==> src/rtl/bcd_to_bin_seq_pkg.sv <==
// Shared BCD constants and FSM state encoding. The binary-to-BCD display path
// uses the same digit constants, so they live here rather than in either block.
package bcd_pkg;

  localparam logic [1:0] ST_IDLE = 2'd0;
  localparam logic [1:0] ST_CONV = 2'd1;
  localparam logic [1:0] ST_DONE = 2'd2;

  localparam int         BCD_DIGIT_W    = 4;
  localparam logic [3:0] BCD_MAX_DIGIT  = 4'd9;
  localparam logic [3:0] BCD_ADJ_THRESH = 4'd8;
  localparam logic [3:0] BCD_ADJ_SUB    = 4'd3;

  typedef enum logic [1:0] {
    S_IDLE = ST_IDLE,
    S_CONV = ST_CONV,
    S_DONE = ST_DONE
  } bcd_state_e;

endpackage

==> src/rtl/bcd_to_bin_seq_if.sv <==
// Handshake bundle for the BCD-to-binary converter: a BCD input channel and a
// binary result channel, each with valid/ready.
interface bcd_to_bin_seq_if #(
  parameter int DIGITS = 2,
  parameter int BIN_W  = 7
);

  logic [4*DIGITS-1:0] in_bcd;
  logic                in_valid;
  logic                in_ready;
  logic [BIN_W-1:0]    out_bin;
  logic                out_err;
  logic                out_valid;
  logic                out_ready;

  modport master (
    output in_bcd, in_valid, out_ready,
    input  in_ready, out_bin, out_err, out_valid
  );

  modport slave (
    input  in_bcd, in_valid, out_ready,
    output in_ready, out_bin, out_err, out_valid
  );

endinterface

==> src/rtl/bcd_to_bin_seq_digit_adjust.sv <==
// One reverse double-dabble correction: a digit that reached 8 or more after
// the right shift held an extra 3 from the half-weight bit it absorbed.
module bcd_digit_adjust
  import bcd_pkg::*;
(
  input  logic [3:0] d,
  output logic [3:0] q
);

  assign q = (d >= BCD_ADJ_THRESH) ? (d - BCD_ADJ_SUB) : d;

endmodule

==> src/rtl/bcd_to_bin_seq.sv <==
// Sequential BCD-to-binary converter using reverse double-dabble: one
// shift-right-and-adjust step per clock, valid/ready on both sides.
module bcd_to_bin_seq
  import bcd_pkg::*;
#(
  parameter int DIGITS = 2,
  parameter int BIN_W  = 7
) (
  input  logic              clk,
  input  logic              rst_n,
  bcd_to_bin_seq_if.slave   bus
);

  localparam int BCD_W  = BCD_DIGIT_W * DIGITS;
  localparam int WORK_W = BCD_W + BIN_W;
  localparam int CNT_W  = $clog2(BIN_W + 1);

  bcd_state_e         state;
  logic [WORK_W-1:0]  work;
  logic [WORK_W-1:0]  shifted;
  logic [WORK_W-1:0]  work_nxt;
  logic [BCD_W-1:0]   adj_bcd;
  logic [CNT_W-1:0]   cnt;
  logic               in_ready_r;
  logic               out_valid_r;
  logic               out_err_r;
  logic [BIN_W-1:0]   out_bin_r;
  logic               bad_digit;
  logic               last_iter;

  // Work register is {bcd_field, bin_field}; bits drain from BCD into binary.
  assign shifted = work >> 1;

  for (genvar g = 0; g < DIGITS; g++) begin : g_adj
    bcd_digit_adjust u_adj (
      .d (shifted[BIN_W + g*BCD_DIGIT_W +: BCD_DIGIT_W]),
      .q (adj_bcd[g*BCD_DIGIT_W +: BCD_DIGIT_W])
    );
  end

  assign work_nxt  = {adj_bcd, shifted[BIN_W-1:0]};
  assign last_iter = (cnt == CNT_W'(BIN_W - 1));

  always_comb begin
    bad_digit = 1'b0;
    for (int i = 0; i < DIGITS; i++) begin
      if (bus.in_bcd[i*BCD_DIGIT_W +: BCD_DIGIT_W] > BCD_MAX_DIGIT) bad_digit = 1'b1;
    end
  end

  always_ff @(posedge clk or negedge rst_n) begin
    if (!rst_n) begin
      state       <= S_IDLE;
      work        <= '0;
      cnt         <= '0;
      in_ready_r  <= 1'b1;
      out_valid_r <= 1'b0;
      out_err_r   <= 1'b0;
      out_bin_r   <= '0;
    end else begin
      case (state)
        S_IDLE: begin
          if (bus.in_valid && in_ready_r) begin
            work       <= {bus.in_bcd, {BIN_W{1'b0}}};
            in_ready_r <= 1'b0;
            if (bad_digit) begin
              state       <= S_DONE;
              out_valid_r <= 1'b1;
              out_err_r   <= 1'b1;
              out_bin_r   <= '0;
            end else begin
              state <= S_CONV;
              cnt   <= '0;
            end
          end
        end
        S_CONV: begin
          work <= work_nxt;
          cnt  <= cnt + CNT_W'(1);
          // The final iteration loads the result directly so DONE follows at once.
          if (last_iter) begin
            state       <= S_DONE;
            out_valid_r <= 1'b1;
            out_err_r   <= 1'b0;
            out_bin_r   <= work_nxt[BIN_W-1:0];
          end
        end
        S_DONE: begin
          if (bus.out_ready) begin
            state       <= S_IDLE;
            out_valid_r <= 1'b0;
            in_ready_r  <= 1'b1;
          end
        end
        default: begin
          state       <= S_IDLE;
          in_ready_r  <= 1'b1;
          out_valid_r <= 1'b0;
        end
      endcase
    end
  end

  assign bus.in_ready  = in_ready_r;
  assign bus.out_valid = out_valid_r;
  assign bus.out_err   = out_err_r;
  assign bus.out_bin   = out_bin_r;

  // A legal BCD input has been fully drained into the binary field by the last step.
  a_bcd_drained: assert property (
    @(posedge clk) disable iff (!rst_n)
    (state == S_CONV && last_iter) |-> (work_nxt[WORK_W-1:BIN_W] == '0)
  );

endmodule
==> src/flat_wrapper.sv <==
// flat-port wrapper written by rule: the top's interface ports become plain ports
module bcd_to_bin_seq_flat import bcd_pkg::*;
#(
  parameter int DIGITS = 2,
  parameter int BIN_W  = 7
)
  (clk, rst_n, bus_in_bcd, bus_in_valid, bus_out_ready, bus_in_ready, bus_out_bin, bus_out_err, bus_out_valid);
  bcd_to_bin_seq_if #(.DIGITS(DIGITS), .BIN_W(BIN_W)) bus_i ();
  input  logic clk;
  input  logic rst_n;
  input wire logic [$bits(bus_i.in_bcd)-1:0] bus_in_bcd;
  input wire logic [$bits(bus_i.in_valid)-1:0] bus_in_valid;
  input wire logic [$bits(bus_i.out_ready)-1:0] bus_out_ready;
  output wire logic [$bits(bus_i.in_ready)-1:0] bus_in_ready;
  output wire logic [$bits(bus_i.out_bin)-1:0] bus_out_bin;
  output wire logic [$bits(bus_i.out_err)-1:0] bus_out_err;
  output wire logic [$bits(bus_i.out_valid)-1:0] bus_out_valid;
  assign bus_i.in_bcd = bus_in_bcd;
  assign bus_i.in_valid = bus_in_valid;
  assign bus_i.out_ready = bus_out_ready;
  assign bus_in_ready = bus_i.in_ready;
  assign bus_out_bin = bus_i.out_bin;
  assign bus_out_err = bus_i.out_err;
  assign bus_out_valid = bus_i.out_valid;
  bcd_to_bin_seq #(.DIGITS(DIGITS), .BIN_W(BIN_W)) u_core (.clk(clk), .rst_n(rst_n), .bus(bus_i));
endmodule
==> config.mk <==
export PLATFORM = sky130hd
export DESIGN_NAME = bcd_to_bin_seq_flat
export DESIGN_NICKNAME = d
export VERILOG_FILES = /design/src/rtl/bcd_to_bin_seq_pkg.sv /design/src/rtl/bcd_to_bin_seq_if.sv /design/src/rtl/bcd_to_bin_seq_digit_adjust.sv /design/src/rtl/bcd_to_bin_seq.sv /design/src/flat_wrapper.sv
export SDC_FILE = /design/constraint.sdc
export NUM_CORES = 1
export LEC_CHECK = 0
export CORE_MARGIN = 8
export CORE_UTILIZATION = 50
export CTS_CLUSTER_DIAMETER = 80
export DETAILED_ROUTE_END_ITERATION = 8
export HOLD_SLACK_MARGIN = 0.12
export PLACE_DENSITY = 0.75
export SYNTH_ARGS = -nofsm -noshare
export SYNTH_HDL_FRONTEND = slang
export SYNTH_SLANG_ARGS = --single-unit
==> constraint.sdc <==
create_clock -name clk -period 2.7 [get_ports clk]
set_input_delay 0.675 -clock clk [delete_from_list [all_inputs] [get_ports clk]]
set_output_delay 0.675 -clock clk [all_outputs]
set_load 0.02 [all_outputs]
==> results.md, run 1 <==
* Routed WL per cell at 15.2 um
* Die area at 4780 um2
* Tot Pwr at 0.726 mW
* Final Cycle Share at 80.8%
* Status: complete, no violations
* CP Cell Sequence: clkdlybuf4s50_1
* Syn avg cell area at about 11 um2
* H-tree levels at 2
* Post-synth EDFFs at 0
* Inserted Clock Buffers at 5
* Initial antenna violation count at 0
* Hold buffer count at CTS at 0
* Synth top area share at 49.6%
* Cell Int Power at 0.552 mW
* Post-synth top area cell: dfrtp_1
* Sw Pwr at 0.174 mW
* Skew final at 5.69 ps
* I/O Buffers at 21
* Syn Nets at about 150
* CP startpoint kind: register
* Achievable Freq at 458 MHz
* Switching Fraction at 24.0%
* GPL Wtd Cong at 0.801
* Largest net degree at the start of global routing at 30
* Worst ir drop on vdd at 0.000363 V
* Worst path bufs/invs at 1
* Max FO, Critical Path at 5
* DRC at 0
* Ant diodes at 0
* Setup TNS at 0 ps
* Max cap viols at 0
* Final Critical Period at 2180 ps
* Half-perimeter wire length after placement at roughly 2100 um
* First-pass GRT wire length at 4920 um
* Gr ovfl total at 0
* Resized cells post-CTS at 0
* Slew at the pin closest to its max-slew limit at approximately 600 ps
* Area contributors post-synth: dfrtp_1 50%, mux2_4 6.4%, nand2_1 4.0%
* Max transition margin at 59.7%
* Cell Rows at 19
* Die width at 69.2 um
* Sequential-to-total area share from yosys stat at 51.5%
* Slowest cell delay on critical path at a little over 600 ps
* Clock buffer depth at 2
* RSZ-0062 raised after global routing: false
* Final Net Count at 170
* Initial Util at 52.1%
* Ratio of cells with drive above 1 in the final layout at between 15 and 20%
* GRT Resource Usage Total at 12.5%
* Critical path's slowest cell: clkdlybuf4s50_1
* Mapped Area at 1410 um2
* Cell family with most CP delay: buffers and inverters
* Worst-path clk slew at 100 ps
* Leakage power at 0.832 nW
* Synth Instances at 131
* Gate power share at 5.4%
* Clk_lat worst skew at 330 ps
* #FFs+latches synth at 29
* Max Slew Vio Count at 0
* Core area at roughly 2700 um2
* Vias per Instance at 5.52
* Post-DRT Antenna Nets at 0
* Predominant post-synthesis flop cell: dfrtp_1
* Vias in the first global route at 1039
* Die H at a little under 70 um
* Unique cell type count in the Yosys netlist at 38
* Worst Path Arrival at roughly 1500 ps
* Area Growth Syn to Fin at 19.8%
* Placed inst area at 1640 um2
* Total Wirelength at about 2800 um
* Fin Hold WS at 475 ps
* Clock sink count at 29
* Worst setup path class: reg -> out
* Top Ports at 22
* Yosys warns at 0
* Core Util, Final at 62.5%
* First-pass iteration count of the detailed router at 4
* CTS tree: done
* Via count at 1026
* Post-route cell area at 1690 um2
* Final Setup Violations at 0
* CTS Root Buffer Type: clkbuf_4
* Crit end category: primary output
* Setup Fix Bufs, Post-CTS at 0
* CP required at 2030 ps
* Pwr/cell area at roughly 430 nW/um2
* Clock power frac at 34.8%
* Worst hold path class: reg -> reg
* Async SR Flop Fraction at 100%
* Final Hold Fails at 0
* Reg power frac at 59.8%
* DR iter-0 viols at 44
per-layer routing:
metal  share of wire, %  track usage, %  wire length (um)  vias to the layer above
met2                 49            20.2              1390                       17
li1                   -               -                 -                      499
met3                3.8            5.15               106                        6
met4                1.8            5.69                51                        0
met5                  0               0                 0                        -
met1                 45            13.9              1280                      504
path summary, 6_finish.rpt:
check	start	endpoint	slack (ps)	cells after the start
worst max-delay path	u_core.bus.in_ready$_DFFE_PN1P_	bus_in_ready	520	1
worst min-delay path	u_core.work[5]$_DFFE_PN0P_	u_core.work[5]$_DFFE_PN0P_	480	1
worst max register to register	u_core.state[0]$_DFFE_PN0P_	u_core.bus.out_bin[1]$_DFFE_PN0P_	920	4
worst min register to register	u_core.work[5]$_DFFE_PN0P_	u_core.work[5]$_DFFE_PN0P_	480	1
max in group asynchronous	rst_n	u_core.bus.in_ready$_DFFE_PN1P_	1690	2
min in group asynchronous	rst_n	u_core.state[0]$_DFFE_PN0P_	710	2
cells by family after synthesis:
group / count (synthesis) / share of synthesized area [%]
mux: 8 / 7.88
flops: 29 / 51.5
fa+ha+maj: 4 / 3.54
compound gates: 37 / 18.4
xor+xnor: 2 / 1.24
simple gates: 40 / 13.9
buf+inv: 11 / 3.54
cells in the mapped netlist, types with 2 or more instances:
library cell,n
ha_1,4
o22ai_1,2
o21ai_0,8
a21oi_1,5
inv_1,5
nand2b_1,3
nand2_1,15
o2bb2ai_1,2
a21o_1,6
mux2_4,6
nor3_1,2
and2_1,6
dfrtp_1,28
buf_2,4
o21ai_2,2
a31oi_1,3
nor2_1,9
cell usage in the layout, fill, tap and decap left out, types with 2 or more instances in the layout:
cell type,n
and2_1,6
a31oi_1,3
o21ai_2,2
nor2_1,9
nand2_1,15
o22ai_1,2
nand2b_1,3
ha_1,4
clkbuf_4,5
mux2_4,6
clkdlybuf4s50_1,21
o21ai_0,8
a21o_1,6
clkinv_2,2
dfrtp_1,28
a21oi_1,5
nor3_1,2
o2bb2ai_1,2
inv_1,5
power groups by stage:
| stage | combinational, mW | clock [mW] | sequential (mW) |
|---|---|---|---|
| final | 0.0390 | 0.253 | 0.434 |
| after detailed placement | 0.0401 | 0 | 0.443 |
| after global routing | 0.0435 | 0.298 | 0.434 |
| after global placement | 0.0393 | 0 | 0.443 |
| after floorplan | 0.00960 | 0 | 0.443 |
| after CTS | 0.0402 | 0.269 | 0.434 |
sequential cells by signal, indices dropped and copies added (netlist names):
| register | count |
|---|---|
| u_core.bus.out_err | 1 |
| u_core.state | 2 |
| u_core.work | 14 |
| u_core.bus.in_ready | 1 |
| u_core.cnt | 3 |
| u_core.bus.out_bin | 7 |
| u_core.bus.out_valid | 1 |
final cells by class:
class	count	area [um2]
multi-input cells	91	636
flip-flops and latches	29	727
clock buffers	5	37.5
inverters	5	18.8
fillers	230	1020
repair buffers	22	218
clock inverters	3	17.5
well taps	31	38.8
stage by stage:
step	setup WS, ps	instances
final	518	186
after global routing	447	186
after CTS	486	186
after detailed placement	427	178
after global placement	463	178
after floorplan	1030	131
Power figures use the tool's default switching activity.
==> run 2, diff against run 1 <==
==> constraint.sdc (replaced) <==
create_clock -name clk -period 2.02 [get_ports clk]
set_input_delay 0.505 -clock clk [delete_from_list [all_inputs] [get_ports clk]]
set_output_delay 0.505 -clock clk [all_outputs]
set_load 0.02 [all_outputs]
==> run 2 against run 1 <==
Effect of this change: largest power group unchanged; sequential share of layout area is 0.99 points lower; clock power is 31% higher; flip-flop and latch count stayed put.
==> results.md, run 2 (synthesized netlist as in run 1, its figures left out) <==
* Status: complete, no violations
* CP required at 1510 ps
* Worst-path clk slew at about 90 ps
* Crit end category: primary output
* Commonest non-fill, non-tap cell in the layout: dfrtp_1
* Final Setup Violations at 0
* Worst path bufs/invs at 1
* Pwr/cell area at 558 nW/um2
* Worst hold path class: reg -> reg
* Setup Fix Bufs, Post-CTS at 0
* Cell family with most CP delay: buffers and inverters
* Cell Rows at 19
* First-pass GRT wire length at ~5200 um
* Leakage power at 0.875 nW
* Register area at 727 um2
* Commonest cells after routing, fill and taps aside: 28 x dfrtp_1, 20 x clkdlybuf4s50_1, 15 x nand2_1
* Core area at 2710 um2
* Worst Path Arrival at approximately 1300 ps
* Cell Int Power at 0.741 mW
* CP startpoint kind: register
* Initial Util at 52.1%
* Final Critical Period at 1800 ps
* Max FO, Critical Path at 2
* Worst Slack Setup Final at 217 ps
* Critical path's slowest cell: clkdlybuf4s50_1
* Clk_lat worst skew at 320 ps
* Clock buffer depth at 2
* Max reg flops at 14
* DRC at 0
* DR iter-0 viols at 49
* Die H at 69.2 um
* Die area at 4780 um2
* Ratio of cells with drive above 1 in the final layout at 18.1%
* Final Hold Fails at 0
* Post-DRT Antenna Nets at 0
* Max transition margin at ~64%
* Sw Pwr at 0.227 mW
* Achievable Freq at approximately 550 MHz
* Switching Fraction at 23.5%
* Post-place setup slack at -48.0 ps
* Biggest register: u_core.work
* H-tree levels at 2
* Top Ports at 22
* CP Cell Sequence: clkdlybuf4s50_1
* Fill count at 238
* Gr ovfl total at 0
* Resized cells post-CTS at 0
* Final Cycle Share at around nine tenths
* Slowest cell delay on critical path at a little over 600 ps
* First-pass iteration count of the detailed router at 4
* Half-perimeter wire length after placement at around 2200 um
* Max Slew Vio Count at 0
* Reg power frac at between 50% and 60%
* GPL Wtd Cong at 0.844
* Largest net degree at the start of global routing at 30
* Hold buffer count at CTS at 0
* Via count at 1049
* CTS Root Buffer Type: clkbuf_4
* Area Growth Syn to Fin at 22.7%
* Max cap viols at 0
* Initial antenna violation count at 0
* Final Net Count at around 180
* GRT Resource Usage Total at 12.9%
* Routed WL per cell at 15.8 um
* Inserted Clock Buffers at 5
* RSZ-0062 raised after global routing: false
* Slew at the pin closest to its max-slew limit at between 500 and 600 ps
* Clock power frac at about a third
* Skew final at around 10 ps
* Multi-input gate area at 636 um2
* Total Wirelength at 3020 um
* CTS tree: done
* Die width at 69.2 um
* Gate power share at about 5.8%
* Worst setup path class: reg -> out
* Worst ir drop on vdd at roughly 0.0005 V
* Fin Hold WS at 474 ps
* Worst R2R Setup Slack at 350 ps
* Ant diodes at 0
* Clock sink count at 29
* Vias in the first global route at between 1000 and 1500
* I/O Buffers at 21
* Vias per Instance at 5.49
-- run 2: changes by cell type in the layout (fill, tap and decap cells not counted) --
cell and delta:
buf_4 +5, clkdlybuf4s50_1 -1, dlymetal6s2s_1 +1
-- run 2: final cells by class --
| class | instances | area share, % |
|---|---|---|
| Sequential cell | 29 | 41.9 |
| Multi-Input combinational cell | 91 | 36.7 |
| Timing Repair Buffer | 27 | 14.9 |
| Tap cell | 31 | 2.24 |
| Clock buffer | 5 | 2.17 |
| Inverter | 5 | 1.08 |
| Clock inverter | 3 | 1.01 |
-- run 2: worst paths after layout --
check / start / endpoint / cells past startpoint
max: u_core.bus.out_bin[2]$_DFFE_PN0P_ / bus_out_bin[2] / 1
min: u_core.work[2]$_DFFE_PN0P_ / u_core.work[2]$_DFFE_PN0P_ / 1
max reg2reg: u_core.state[0]$_DFFE_PN0P_ / u_core.cnt[0]$_DFFE_PN0P_ / 4
min reg2reg: u_core.work[2]$_DFFE_PN0P_ / u_core.work[2]$_DFFE_PN0P_ / 1
max in group asynchronous: rst_n / u_core.bus.in_ready$_DFFE_PN1P_ / 2
min in group asynchronous: rst_n / u_core.work[4]$_DFFE_PN0P_ / 2
-- run 2: metal layers --
metal / part of all wire [%] / track usage (%) / vias to the layer above
met2: 50 / 20.9 / 17
met4: 0.80 / 4.33 / 0
met3: 3.6 / 4.58 / 2
met1: 46 / 15.5 / 522
met5: 0 / 0 / -
li1: - / - / 508
-- run 2: power groups by stage --
stage | registers [mW] | clock network [mW] | logic [mW]
after CTS | 0.580 | 0.343 | 0.0572
after global placement | 0.592 | 0 | 0.0560
after global routing | 0.580 | 0.362 | 0.0621
after detailed placement | 0.592 | 0 | 0.0563
after floorplan | 0.592 | 0 | 0.0128
final | 0.580 | 0.332 | 0.0560
-- run 2: per-stage QoR --
stage	std cells	power, mW	setup TNS (ps)	util (%)	area, um2
6_report	191	0.968	0	63.9	1730
5_1_grt	191	1.00	0	63.9	1730
4_1_cts	191	0.981	0	63.9	1730
3_5_place_dp	183	0.648	-240	61.8	1680
3_3_place_gp	183	0.648	0	61.8	1680
2_1_floorplan	131	0.605	0	-	1410
==> run 3, diff against run 2 <==
--- a/config.mk
+++ b/config.mk
@@ -5,7 +5,6 @@
 export SDC_FILE = /design/constraint.sdc
 export NUM_CORES = 1
 export LEC_CHECK = 0
-export CORE_MARGIN = 8
 export CORE_UTILIZATION = 50
 export CTS_CLUSTER_DIAMETER = 80
 export DETAILED_ROUTE_END_ITERATION = 8
==> run 3 against run 2 <==
Effect of this change: global-route usage up 9.9 points; final area fell by 0.72%; hold slack gained 9.0 ps; non-clock buffer count decreased by 1; fmax fell by 1.3%; setup slack got worse by 24 ps; first-iteration DRC count down 69%; final cell count is 1.0% lower; register-to-register slack improved by 30 ps; wire length down 6.7%; total power hardly changed; critical endpoint is now bus_out_bin[1]; largest power group unchanged.
==> results.md, run 3 (synthesized netlist as in run 1, its figures left out) <==
* Switching Fraction at 23.5%
* Inserted Clock Buffers at 5
* Clk_lat worst skew at 320 ps
* Hold path start: u_core.work[5]$_DFFE_PN0P_
* Gate power share at 5.6%
* Hold worst-path end: u_core.work[5]$_DFFE_PN0P_
* CTS tree: done
* Worst reg2reg path depth at 5
* Reg-to-Reg Start: u_core.cnt[0]$_DFFE_PN0P_
* Tot Pwr at 0.967 mW
* Top Ports at 22
* Die H at ~55 um
* Slew at the pin closest to its max-slew limit at a little over 400 ps
* H-tree levels at 2
* Achievable Freq at 547 MHz
* Worst R2R Setup Slack at 380 ps
* Max transition margin at just over 70%
* CP Cell Sequence: clkdlybuf4s50_1
* DR iter-0 viols at 15
* Crit Reg-Reg Endpoint: u_core.bus.out_bin[3]$_DFFE_PN0P_
* Placed cells at 181
* Fin cells at approximately 190
* Post-DRT Antenna Nets at 0
* Skew final at 7.10 ps
* Pwr/cell area at 562 nW/um2
* Final Cycle Share at roughly nine tenths
* Routed WL per cell at 14.9 um
* Final Setup Violations at 0
* Worst hold path class: reg -> reg
* I/O Buffers at 21
* CTS Root Buffer Type: clkbuf_4
* Status: complete, no violations
* Worst Slack Setup Final at 193 ps
* Half-perimeter wire length after placement at 2050 um
* Final Hold Fails at 0
* Worst-path clk slew at 100 ps
* Crit end category: primary output
* GRT Resource Usage Total at 22.8%
* Final Critical Period at approximately 1800 ps
* RSZ-0062 raised after global routing: false
* Hold Path Stages at 1
* Die width at roughly 55 um
* Cell family with most CP delay: buffers and inverters
* Worst ir drop on vdd at 0.000507 V
* Clock power frac at 34.4%
* Total Wirelength at 2820 um
* Setup Fix Bufs, Post-CTS at 0
* Via count at 1052
* Core area at approximately 2600 um2
* Ant diodes at 0
* Die area at 3040 um2
* CP required at 1510 ps
* Initial Util at approximately 55%
* Area Growth Syn to Fin at 21.8%
* Gr ovfl total at 0
* Biggest register: u_core.work
* Cell Rows at 18
* First-pass GRT wire length at 4670 um
* Max cap viols at 0
* First-pass iteration count of the detailed router at 4
* GPL Wtd Cong at 0.729
* Post-route cell area at 1720 um2
* Placed inst area at between 1500 and 2000 um2
* DRC at 0
* Worst Path Arrival at 1320 ps
* Reg power frac at 60.0%
* CP startpoint kind: register
* Critical path's slowest cell: clkdlybuf4s50_1
* Commonest cells after routing, fill and taps aside: 28 x dfrtp_1, 20 x clkdlybuf4s50_1, 15 x nand2_1
* Max FO, Critical Path at 2
* Cell Int Power at about 0.74 mW
* Leakage power at just under 0.9 nW
* Initial antenna violation count at 0
* Vias in the first global route at 1005
* Final Net Count at 174
* Max reg flops at 14
* Ratio of cells with drive above 1 in the final layout at between 10% and 20%
* Worst setup path class: reg -> out
* Vias per Instance at 5.57
* Sw Pwr at around 0.23 mW
* Clock buffer depth at 2
* Clock sink count at 29
* Post-place setup slack at -50.2 ps
* Commonest non-fill, non-tap cell in the layout: dfrtp_1
* Slowest cell delay on critical path at between 600 and 700 ps
* Largest net degree at the start of global routing at 30
* Worst path bufs/invs at 1
* Max Slew Vio Count at 0
* Fill count at 216
run 3: power groups by stage:
stage	combinational, mW	clock (mW)	sequential, mW
finish	0.0543	0.333	0.580
global route	0.0603	0.367	0.580
CTS	0.0551	0.344	0.580
detailed placement	0.0546	0	0.592
global placement	0.0539	0	0.592
floorplan	0.0128	0	0.592
run 3: timing repair:
| item | CTS | global route |
|---|---|---|
| gates resized for setup | 0 | 1 |
| hold buffers | 0 | 0 |
| endpoints found under the setup margin | 0 | 1 |
run 3: stage by stage:
| step | utilization [%] | hold slack, ps | setup TNS [ps] |
|---|---|---|---|
| final | 67.0 | 483 | 0 |
| after global routing | 67.0 | 496 | 0 |
| after CTS | 66.9 | 483 | 0 |
| after detailed placement | 64.9 | 462 | -276 |
| after global placement | 64.9 | 454 | -117 |
| after floorplan | - | 209 | 0 |
run 3: cell type report:
cell class                      instances  area (um2)  area share [%]
Sequential cell                        29         727            42.3
Timing Repair Buffer                   26         250            14.5
Multi-Input combinational cell         91         636            36.9
Clock inverter                          2        10.0           0.582
Clock buffer                            6        41.3            2.40
Inverter                                5        18.8            1.09
Tap cell                               30        37.5            2.18
run 3: worst max path at each step:
stage | from | end | cells after the start
floorplan | bus_in_bcd[6] | u_core.bus.out_bin[1]$_DFFE_PN0P_ | 4
global placement | bus_in_bcd[1] | u_core.bus.out_bin[2]$_DFFE_PN0P_ | 5
detailed placement | bus_in_bcd[1] | u_core.bus.out_bin[3]$_DFFE_PN0P_ | 5
CTS | u_core.bus.in_ready$_DFFE_PN1P_ | bus_in_ready | 1
global route | u_core.bus.out_bin[1]$_DFFE_PN0P_ | bus_out_bin[1] | 1
finish | u_core.bus.out_bin[1]$_DFFE_PN0P_ | bus_out_bin[1] | 1
run 3: per-layer routing:
layer  track usage (%)  wire length, um  vias up
met5                 0                0        -
met4              10.0               33        0
met1              30.2             1330      522
met2              34.7             1330       19
met3              6.28              117        6
li1                  -                -      505
==> RTL change (settings of run 2) <==
`BIN_W` is set to 7 in 3 places; all go to 9.
--- a/src/rtl/bcd_to_bin_seq_if.sv
+++ b/src/rtl/bcd_to_bin_seq_if.sv
@@ -2,7 +2,7 @@
 // binary result channel, each with valid/ready.
 interface bcd_to_bin_seq_if #(
   parameter int DIGITS = 2,
-  parameter int BIN_W  = 7
+  parameter int BIN_W  = 9
 );
 
   logic [4*DIGITS-1:0] in_bcd;
--- a/src/rtl/bcd_to_bin_seq.sv
+++ b/src/rtl/bcd_to_bin_seq.sv
@@ -4,7 +4,7 @@
   import bcd_pkg::*;
 #(
   parameter int DIGITS = 2,
-  parameter int BIN_W  = 7
+  parameter int BIN_W  = 9
 ) (
   input  logic              clk,
   input  logic              rst_n,
--- a/src/flat_wrapper.sv
+++ b/src/flat_wrapper.sv
@@ -2,7 +2,7 @@
 module bcd_to_bin_seq_flat import bcd_pkg::*;
 #(
   parameter int DIGITS = 2,
-  parameter int BIN_W  = 7
+  parameter int BIN_W  = 9
 )
   (clk, rst_n, bus_in_bcd, bus_in_valid, bus_out_ready, bus_in_ready, bus_out_bin, bus_out_err, bus_out_valid);
   bcd_to_bin_seq_if #(.DIGITS(DIGITS), .BIN_W(BIN_W)) bus_i ();
Interface: changed (resized bus_out_bin); port bits go from 22 to 24. No check against the original RTL was run, so the function may have changed too.
==> RTL change against run 2 <==
Synthesized area up 19%; setup slack got worse by 0.072 ns; critical path type unchanged; via count increased by 29%; sequential cell count up 5; final area increased by 18%; largest cell class unchanged; routed wire length grew 29%; count of clock-buffer cells in the layout is 1 higher; sequential share of layout area down 0.30 points; highest routed layer unchanged.
Power is not compared: it rests on default switching activity, and its combinational part moved more than twofold at a synthesized area within 25%.
==> RTL change: results (changes against run 2) <==
GPL Wtd Cong=0.889 (+5.3%); Worst Hold Endpoint=u_core.bus.out_bin[0]$_DFFE_PN0P_; Synth cell types=46 (+21%); list of most frequent post-synthesis cells=dfrtp_1 (33), o21ai_0 (14), o2bb2ai_1 (10), nand2_1 (8); worst reg-to-reg setup slack=0.32 ns (-0.03 ns); Inserted Clock Buffers=5 (unchanged); Reg2Reg Depth=6 (+2); Post-Place Setup Slack=0.0387 ns (+0.0866 ns); post-synthesis compound-gate area fraction=29.1% (+11 points); Tightest Pin Transition=0.556 ns (+0.0221 ns); outcome=completed; drt wl/cell=17.0 µm (+7.5%); ranking of synthesized cells by area=dfrtp_1 (49%), o2bb2ai_1 (5.2%), o21ai_0 (4.2%); Synth Area in XOR/XNOR=1.05% (-0.19 points); first-pass GRT wire length=6510 µm (+26%); dpl hpwl=2780 µm (+28%); DRT iter0 DRCs=112 (+130%); mux contribution to synthesized area=3.06% (-4.8 points); Critical Path Start=u_core.bus.out_valid$_DFFE_PN0P_; filler cell count=259 (+8.8%); gr usage total=16.0% (+3.0 points); Clock Latency Late Sink=0.34 ns (+0.02 ns); crit-path max FO=3 (+1); pin count of the biggest net entering global routing=35 (+17%); clk_skew=0.0107 ns (+0.000796 ns); nets=199 (+14%); min-delay src=u_core.work[1]$_DFFE_PN0P_; Reg-to-Reg End=u_core.bus.out_bin[1]$_DFFE_PN0P_; crit path capture=bus_out_valid; crit path DAT=1.37 ns (+0.07 ns)
## RTL change: cell type report
cell class / instances / share of cell area [%]
clock buffers: 6 / 2.02
clock inverters: 2 / 0.489
inverters: 6 / 1.10
multi-input cells: 102 / 36.7
flip-flops and latches: 34 / 41.7
well taps: 46 / 2.81
repair buffers: 34 / 15.2
## RTL change: per-layer routing
metal,track usage (%),share of wire [%]
met1,19.2,44
met2,24.2,48
met3,6.41,5.8
met4,7.32,1.9
met5,0,0
## RTL change: per-stage QoR
| step | power [mW] | hold WS, ns | cells | util (%) | area (µm²) |
|---|---|---|---|---|---|
| global placement | 2.02 | 0.477 | 222 | 60.8 | 2000 |
| finish | 2.40 | 0.513 | 230 | 62.3 | 2050 |
| floorplan | 1.72 | 0.209 | 152 | - | 1680 |
| CTS | 2.42 | 0.513 | 230 | 62.3 | 2050 |
| global route | 2.59 | 0.543 | 230 | 62.3 | 2050 |
| detailed placement | 2.06 | 0.485 | 222 | 60.8 | 2000 |
